$ cat src/rtl/llc_bus_if.sv
// llc_bus_if: in-order request queue feeding a single-outstanding system-bus sequencer for the LLC.
// Optional build macro LLC_BUS_STATS_EN adds saturating stat_txn / stat_hitm / stat_beats counters.
module llc_bus_if #(
  parameter int ADDR_BITS    = 32,
  parameter int DEPTH        = 4,
  parameter int BEATS        = 8,
  parameter int SNOOP_CYCLES = 2
) (
  input  logic                 clk,
  input  logic                 rst_n,
  input  logic                 req_valid,
  output logic                 req_ready,
  input  logic [1:0]           req_op,
  input  logic [ADDR_BITS-1:0] req_addr,
  output logic                 rsp_valid,
  output logic [1:0]           rsp_op,
  output logic [ADDR_BITS-1:0] rsp_addr,
  output logic [1:0]           rsp_snoop,
  output logic                 bus_req,
  input  logic                 bus_gnt,
  output logic                 bus_addr_valid,
  output logic [ADDR_BITS-1:0] bus_addr,
  output logic [1:0]           bus_op,
  input  logic                 bus_hit,
  input  logic                 bus_hitm,
  input  logic                 bus_beat_ack,
  output logic                 bus_busy
`ifdef LLC_BUS_STATS_EN
  ,output logic [31:0]         stat_txn
  ,output logic [31:0]         stat_hitm
  ,output logic [31:0]         stat_beats
`endif
);

  localparam int PTR_W  = $clog2(DEPTH);
  localparam int CNT_W  = PTR_W + 1;
  localparam int BEAT_W = (BEATS > 1) ? $clog2(BEATS) : 1;
  localparam int SNP_W  = (SNOOP_CYCLES > 1) ? $clog2(SNOOP_CYCLES) : 1;

  localparam logic [CNT_W-1:0] CNT_FULL  = CNT_W'(DEPTH);
  localparam logic [1:0]       OP_INV    = 2'd2;
  localparam logic [1:0]       SNP_HIT   = 2'd0;
  localparam logic [1:0]       SNP_HITM  = 2'd1;
  localparam logic [1:0]       SNP_NOHIT = 2'd2;

  typedef enum logic [2:0] {
    S_IDLE  = 3'd0,
    S_ARB   = 3'd1,
    S_ADDR  = 3'd2,
    S_SNOOP = 3'd3,
    S_DATA  = 3'd4,
    S_DONE  = 3'd5
  } state_e;

  // HITM dominates HIT when both agents respond.
  function automatic logic [1:0] snoop_code(input logic hit, input logic hitm);
    if (hitm) begin
      return SNP_HITM;
    end else if (hit) begin
      return SNP_HIT;
    end else begin
      return SNP_NOHIT;
    end
  endfunction

  logic [1:0]           q_op   [DEPTH];
  logic [ADDR_BITS-1:0] q_addr [DEPTH];
  logic [PTR_W-1:0]     wr_ptr;
  logic [PTR_W-1:0]     rd_ptr;
  logic [CNT_W-1:0]     count;
  logic [CNT_W-1:0]     count_next;
  logic                 push;
  logic                 pop;

  state_e               state;
  state_e               state_next;
  logic [1:0]           work_op;
  logic [ADDR_BITS-1:0] work_addr;
  logic [SNP_W-1:0]     snoop_cnt;
  logic [BEAT_W-1:0]    beat_cnt;
  logic [1:0]           snoop_r;
  logic [1:0]           snoop_now;
  logic [1:0]           snoop_final;
  logic                 snp_last;
  logic                 beat_last;

  // Queue occupancy; the head stays resident until its transaction reaches DONE.
  always_comb begin
    push       = req_valid && req_ready;
    pop        = (state == S_DONE);
    count_next = count;
    case ({push, pop})
      2'b10:   count_next = count + CNT_W'(1);
      2'b01:   count_next = count - CNT_W'(1);
      default: count_next = count;
    endcase
  end

  // Request queue storage, pointers and registered ready.
  always_ff @(posedge clk) begin
    if (!rst_n) begin
      wr_ptr    <= {PTR_W{1'b0}};
      rd_ptr    <= {PTR_W{1'b0}};
      count     <= {CNT_W{1'b0}};
      req_ready <= 1'b1;
      for (int i = 0; i < DEPTH; i++) begin
        q_op[i]   <= 2'd0;
        q_addr[i] <= {ADDR_BITS{1'b0}};
      end
    end else begin
      if (push) begin
        q_op[wr_ptr]   <= req_op;
        q_addr[wr_ptr] <= req_addr;
        wr_ptr         <= wr_ptr + PTR_W'(1);
      end
      if (pop) begin
        rd_ptr <= rd_ptr + PTR_W'(1);
      end
      count     <= count_next;
      req_ready <= (count_next != CNT_FULL);
    end
  end

  // Next-state logic for the bus transaction sequencer.
  always_comb begin
    snp_last    = (snoop_cnt == SNP_W'(SNOOP_CYCLES - 1));
    beat_last   = (beat_cnt == BEAT_W'(BEATS - 1));
    snoop_now   = snoop_code(bus_hit, bus_hitm);
    snoop_final = (state == S_SNOOP) ? snoop_now : snoop_r;
    state_next  = state;
    case (state)
      S_IDLE: begin
        if (count != {CNT_W{1'b0}}) state_next = S_ARB;
        else                        state_next = S_IDLE;
      end
      S_ARB: begin
        if (bus_gnt) state_next = S_ADDR;
        else         state_next = S_ARB;
      end
      S_ADDR: state_next = S_SNOOP;
      S_SNOOP: begin
        if (snp_last) state_next = (work_op == OP_INV) ? S_DONE : S_DATA;
        else          state_next = S_SNOOP;
      end
      S_DATA: begin
        if (bus_beat_ack && beat_last) state_next = S_DONE;
        else                           state_next = S_DATA;
      end
      S_DONE:  state_next = S_IDLE;
      default: state_next = S_IDLE;
    endcase
  end

  // State register, working entry, snoop/beat counters and the sampled snoop result.
  always_ff @(posedge clk) begin
    if (!rst_n) begin
      state     <= S_IDLE;
      work_op   <= 2'd0;
      work_addr <= {ADDR_BITS{1'b0}};
      snoop_cnt <= {SNP_W{1'b0}};
      beat_cnt  <= {BEAT_W{1'b0}};
      snoop_r   <= SNP_HIT;
    end else begin
      state <= state_next;
      if (state == S_IDLE && count != {CNT_W{1'b0}}) begin
        work_op   <= q_op[rd_ptr];
        work_addr <= q_addr[rd_ptr];
      end
      if (state == S_SNOOP) snoop_cnt <= snoop_cnt + SNP_W'(1);
      else                  snoop_cnt <= {SNP_W{1'b0}};
      if (state != S_DATA)   beat_cnt <= {BEAT_W{1'b0}};
      else if (bus_beat_ack) beat_cnt <= beat_cnt + BEAT_W'(1);
      if (state == S_SNOOP && snp_last) snoop_r <= snoop_now;
    end
  end

  // Outputs are registered from the next state so each one is valid for the whole state.
  always_ff @(posedge clk) begin
    if (!rst_n) begin
      bus_req        <= 1'b0;
      bus_addr_valid <= 1'b0;
      bus_addr       <= {ADDR_BITS{1'b0}};
      bus_op         <= 2'd0;
      bus_busy       <= 1'b0;
      rsp_valid      <= 1'b0;
      rsp_op         <= 2'd0;
      rsp_addr       <= {ADDR_BITS{1'b0}};
      rsp_snoop      <= 2'd0;
    end else begin
      bus_req        <= (state_next == S_ARB) || (state_next == S_ADDR) ||
                        (state_next == S_SNOOP) || (state_next == S_DATA);
      bus_busy       <= (state_next == S_ADDR) || (state_next == S_SNOOP) ||
                        (state_next == S_DATA);
      bus_addr_valid <= (state_next == S_ADDR);
      bus_addr       <= (state_next == S_ADDR) ? work_addr : {ADDR_BITS{1'b0}};
      bus_op         <= (state_next == S_ADDR) ? work_op : 2'd0;
      rsp_valid      <= (state_next == S_DONE);
      if (state_next == S_DONE) begin
        rsp_op    <= work_op;
        rsp_addr  <= work_addr;
        rsp_snoop <= snoop_final;
      end
    end
  end

`ifdef LLC_BUS_STATS_EN
  // Saturating activity counters.
  always_ff @(posedge clk) begin
    if (!rst_n) begin
      stat_txn   <= 32'd0;
      stat_hitm  <= 32'd0;
      stat_beats <= 32'd0;
    end else begin
      if (state == S_DONE && stat_txn != 32'hFFFF_FFFF) stat_txn <= stat_txn + 32'd1;
      if (state == S_SNOOP && snp_last && snoop_now == SNP_HITM &&
          stat_hitm != 32'hFFFF_FFFF) stat_hitm <= stat_hitm + 32'd1;
      if (state == S_DATA && bus_beat_ack && stat_beats != 32'hFFFF_FFFF)
        stat_beats <= stat_beats + 32'd1;
    end
  end
`endif

endmodule

$ cat config.mk
export PLATFORM = sky130hd
export DESIGN_NAME = llc_bus_if
export DESIGN_NICKNAME = d
export VERILOG_FILES = /design/src/rtl/llc_bus_if.sv
export SDC_FILE = /design/constraint.sdc
export NUM_CORES = 1
export LEC_CHECK = 0
export ABC_AREA = 1
export BUFFER_PORTS_ARGS = -buffer_cell sky130_fd_sc_hd__buf_2
export CORE_MARGIN = 2
export CORE_UTILIZATION = 45
export CTS_CLUSTER_DIAMETER = 100
export DETAILED_ROUTE_END_ITERATION = 7
export PLACE_DENSITY = 0.7
export SLEW_MARGIN = 20
export SYNTH_ARGS = -nofsm -noshare
export SYNTH_HDL_FRONTEND = slang
export SYNTH_SLANG_ARGS = --single-unit
$ cat constraint.sdc
create_clock -name clk -period 3.9 [get_ports clk]
set_input_delay 0.39 -clock clk [delete_from_list [all_inputs] [get_ports clk]]
set_output_delay 0.39 -clock clk [all_outputs]
set_load 0.005 [all_outputs]
==> results of run 1 <==
==> synthesized netlist by cell type <==
master and number:
xnor2_1 2, nand2_1 96, buf_6 7, a21oi_1 38
fa_1 1, o21ai_1 10, inv_1 88, clkbuf_1 48
buf_1 1, clkinv_1 2, o21ai_0 65, inv_2 39
nand3_2 4, nor2_4 2, nand2_2 1, dfxtp_1 125
a31oi_1 1, a211oi_1 35, buf_4 2, edfxtp_1 136
ha_1 3, a21oi_2 8, nand3_1 44, buf_2 11
nand4_1 2, nor3_1 3, nor2_1 392
==> registers in the layout (all words and copies together), names as in the netlist, 3 cells and up <==
signal	flops
q_addr	128
q_op	8
count	3
bus_addr	32
rsp_addr	32
state	3
work_addr	32
beat_cnt	3
==> layout make-up <==
cell class	count	area (um2)
repair buffers	130	701
clock inverters	5	32.5
inverters	129	484
fillers	2037	10600
multi-input cells	707	3140
well taps	313	392
flip-flops and latches	261	6590
clock buffers	44	837
==> logic make-up (layout without fill, tap and decap cells) <==
family,Yosys count,after routing,synth area share (%)
fa+ha+maj,4,4,0.547
xor+xnor,2,2,0.166
simple gates,544,544,20.4
flops,261,261,62.5
compound gates,157,157,8.59
buf+inv,198,308,7.76
==> layer usage <==
metal	up-vias	GRT usage (%)	part of all wire (%)
li1	3930	-	-
met1	3429	27.4	47
met2	266	28.3	43
met3	31	3.11	8.3
met4	0	4.67	1.3
met5	-	0	0
==> worst min-delay path, delay by kind of cell <==
family / cells / cell delay [ns]
compound gates: 1 / 0.05
buf+inv: 1 / 0.13
simple gates: 1 / 0.06
==> report_power, final <==
group | switching, mW | internal, mW
Sequential | 0.0466 | 3.08
Combinational | 0.462 | 0.172
Clock | 1.01 | 1.46
==> worst max-delay path by stage <==
stage / start / to / slack [ns] / cells past startpoint
3_5_place_dp: beat_cnt[0] / rsp_addr[11] / 1.44 / 11
2_1_floorplan: wr_ptr[1] / q_addr[2][0] / 0.34 / 4
3_3_place_gp: beat_cnt[0] / rsp_addr[6] / 1.51 / 11
6_report: beat_cnt[0] / rsp_addr[28] / 1.44 / 11
4_1_cts: beat_cnt[0] / rsp_addr[28] / 1.44 / 11
5_1_grt: beat_cnt[0] / rsp_addr[5] / 1.22 / 11
==> stage by stage <==
stage	instance area (um2)	hold WS, ns	cells	util [%]	setup WS (ns)
after floorplan	10500	0.435	1166	-	0.335
after global placement	11300	0.450	1540	49.6	1.51
after detailed placement	11300	0.453	1540	49.6	1.44
after CTS	12200	0.136	1589	53.5	1.44
after global routing	12200	0.146	1589	53.5	1.22
final	12200	0.156	1589	53.5	1.44
==> flow_summary.ini, run 1 <==
[critical_path]
timing.rr.start = beat_cnt[0]
path_max_fanout = 43
path_buf_inv = 3
arrival_ns = 2.88
criticalPathCategory = flop to flop
max_stage_delay_ns = 0.63
path_cells = ha_1, ha_1, nand2_1, inv_1, nand3_1, nand2_1, inv_2, nand3_2, buf_4, a21oi_1, nor2_1
critical-path-top-delay-family = simple AND/OR/NAND/NOR gates
cp_slowest_cell = nand3_2
endpoint_kind = flop
timing.rr.end = rsp_addr[28]
reg2reg_depth = 11
rrSetupSlack_ns = 1.44
worstSetupStartpointType = flop
cp.required_ns = 4.31

[synth]
mappedNetlistNets = 1211
yosysWarnings = 0
synth.avg_cell_area_um2 = 9.03
synth-seq-cells = 261
synth_area_um2 = 10500
synth_top_area_share_pct = 38.8
synth_area_leader_cell = edfxtp_1
synthTopCellsByArea = edfxtp_1, dfxtp_1, nor2_1, nand2_1, inv_1
syn_inst = 1166
yosysSeqAreaShare_pct = 62.5
ys_types = 27

[worst_hold_path]
hold-path-endpoint = beat_cnt[1]
hold_path_depth = 3
hold_path_startpoint = bus_beat_ack
hold_class = primary input to flop

[clock_tree]
clk_latency_ns = 0.54
post_cts_buffers = 0
cts_made_buffers = 27
clk_pin_slew_ns = 0.06
cts_hold_buffers = 0
cts.sinks = 261
cts_htree_levels = 1
tritoncts = built
cts_resized = 0
root_buffer = clkbuf_16
clockBufferDepth = 3

[timing]
fmax_ghz = 0.406
fin_crit_sh_pct = 63.2
tightest_slew_ns = 1.09
slew_headroom_pct = 27.1
setup_violations = 0
hold_viol = 0
finalSetupTns_ns = 0
rsz0062_at_grt = false
post-route-min-period_ns = 2.46
drv_slew = 0
skew_ns = 0.0164

[detailed_routing]
drt_wl_total_mm = 23.0
wl_per_cell_um = 14.5
drc = 0
first_pass_iters = 5
ant_nets = 0
first_iter_violations = 561
num_vias = 7656
routed_via_density = 4.82

[power_and_ir_drop]
powerDensity_nw_per_um2 = 511
power_mw = 6.23
p_leak_nw = 5.14
ir_worst_vdd_v = 0.000266

[grt]
grt_max_degree = 71
grt_antenna_before_repair = 0
gr-total-overflow = 0
grt_pass1_vias = 7000
grt_pass1_wl_mm = 36.2
grtUsageTotal_pct = 18.5

[layout]
diodes = 0
drive_above_1_share_pct = 18.3
final_nets = 1301
final_cell_mix = nor2_1, edfxtp_1, dfxtp_1
mostFrequentLayoutCell = nor2_1
area_delta_synth_final_pct = 15.6

[die]
ios = 116
coreArea_um2 = 22800
die_area_um2 = 24600
start_util_pct = 46.2
dieWidth_um = 157
dieHeight_um = 157
rows = 55

[status]
status = completed

[placement]
gp_congestion = 0.757
hpwl_mm = 13.8
portBuffers = 115

[job]
drv_cap = 0
Power figures use the tool's default switching activity.
==> run 2, diff against run 1 <==
Clock period 3.9 ns to 2.3 ns, I/O delays scaled along.
==> run 2 against run 1 <==
First-iteration DRC count rose by 37%. Final cell count rose by 0.94%. Combinational power rose by 76%. Wire length rose by 2.2%. Critical path depth fell by 2. Non-clock buffer count rose by 14. Largest cell class unchanged. Critical endpoint is now req_ready. Sequential power rose by 70%.
==> flow_summary.ini, run 2 (same netlist as run 1, synthesis figures left out) <==
[timing]
skew_ns = 0.0172
slew_headroom_pct = 48.5
post-route-min-period_ns = 2.14
fin_crit_sh_pct = 93.2
drv_slew = 0
tightest_slew_ns = 0.772
fmax_ghz = 0.466
hold_viol = 0
finalSetupTns_ns = 0
rsz0062_at_grt = false
setup_violations = 0

[layout]
mostFrequentLayoutCell = nor2_1
drive_above_1_share_pct = 19.1
final_cell_mix = nor2_1, edfxtp_1, dfxtp_1
top_register = q_addr
largest_reg_flops = 128
diodes = 0
final_nets = 1315
area_delta_synth_final_pct = 17.7
fin_util_pct = 54.4

[placement]
gp_congestion = 0.774
hpwl_mm = 14.1
portBuffers = 115

[detailed_routing]
drc = 0
first_iter_violations = 770
ant_nets = 0
drt_wl_total_mm = 23.5
num_vias = 7733
wl_per_cell_um = 14.6
first_pass_iters = 5
routed_via_density = 4.82

[die]
start_util_pct = 46.2
rows = 55
die_area_um2 = 24600
coreArea_um2 = 22800
dieWidth_um = 157
ios = 116
dieHeight_um = 157

[clock_tree]
cts.sinks = 261
cts_htree_levels = 1
clk_latency_ns = 0.54
clockBufferDepth = 3
clk_pin_slew_ns = 0.06
cts_made_buffers = 27
tritoncts = built
root_buffer = clkbuf_16

[critical_path]
max_stage_delay_ns = 0.42
cp_slowest_cell = dfxtp_1
worstSetupStartpointType = flop
path_max_fanout = 6
path_buf_inv = 2
path_cells = inv_1, nor3_1, ha_1, inv_1, fa_1, o21ai_0, o21ai_0, a21oi_1, nand3_1
arrival_ns = 2.54
critical-path-top-delay-family = adder cells
cp.required_ns = 2.70
endpoint_kind = flop
criticalPathCategory = flop to flop

[worst_hold_path]
hold_class = primary input to flop

[grt]
grtUsageTotal_pct = 19.0
grt_pass1_wl_mm = 37.3
grt_antenna_before_repair = 0
grt_pass1_vias = 7143
grt_max_degree = 75
gr-total-overflow = 0

[status]
status = completed

[power_and_ir_drop]
p_leak_nw = 5.25
powerDensity_nw_per_um2 = 868
power_mw = 10.8
ir_worst_vdd_v = 0.000521

[job]
drv_cap = 0
==> run 2: worst min-delay path, cell delays in order <==
cell and delay [ns]:
buf_2 0.08, inv_1 0.04, nor2_1 0.09
==> run 2: routing by layer <==
layer / wire length [um] / global-route usage, %
met1: 11300 / 27.1
met2: 10500 / 31.0
met3: 1340 / 2.51
met4: 304 / 4.19
met5: 0 / 0
==> run 2: cell type report <==
class                           instances  area [um2]
Fill cell                            2063       10400
Sequential cell                       261        6590
Multi-Input combinational cell        707        3140
Timing Repair Buffer                  144         883
Clock buffer                           41         855
Inverter                              129         484
Tap cell                              313         392
Clock inverter                          9        57.6
==> run 2: timing repair <==
item	in CTS	in global routing
hold buffers	6	0
resized for setup	0	0
hold endpoints to repair	7	0
setup buffers	0	0
==> run 2: metrics by stage <==
stage,setup WS (ns),cells,hold slack [ns],area (um2)
finish,0.156,1604,0.00984,12400
detailed placement,0.197,1548,0.452,11400
floorplan,0.108,1166,0.367,10500
global route,0.00801,1604,0.00872,12400
global placement,0.297,1548,0.449,11400
CTS,0.182,1604,0.00250,12400
==> run 2: report_power, final <==
part | switching [mW] | leakage (nW) | internal (mW)
registers | 0.0818 | 2.43 | 5.21
logic | 0.799 | 2.36 | 0.322
clock network | 1.78 | 0.462 | 2.57
==> run 2: worst paths after layout <==
kind | start | endpoint | slack [ns] | depth (start not counted)
worst max-delay path | state[0] | req_ready | 0.16 | 9
worst min-delay path | req_addr[16] | q_addr[0][16] | 0.01 | 3
worst max register to register | state[0] | req_ready | 0.16 | 9
worst min register to register | work_addr[3] | bus_addr[3] | 0.46 | 2
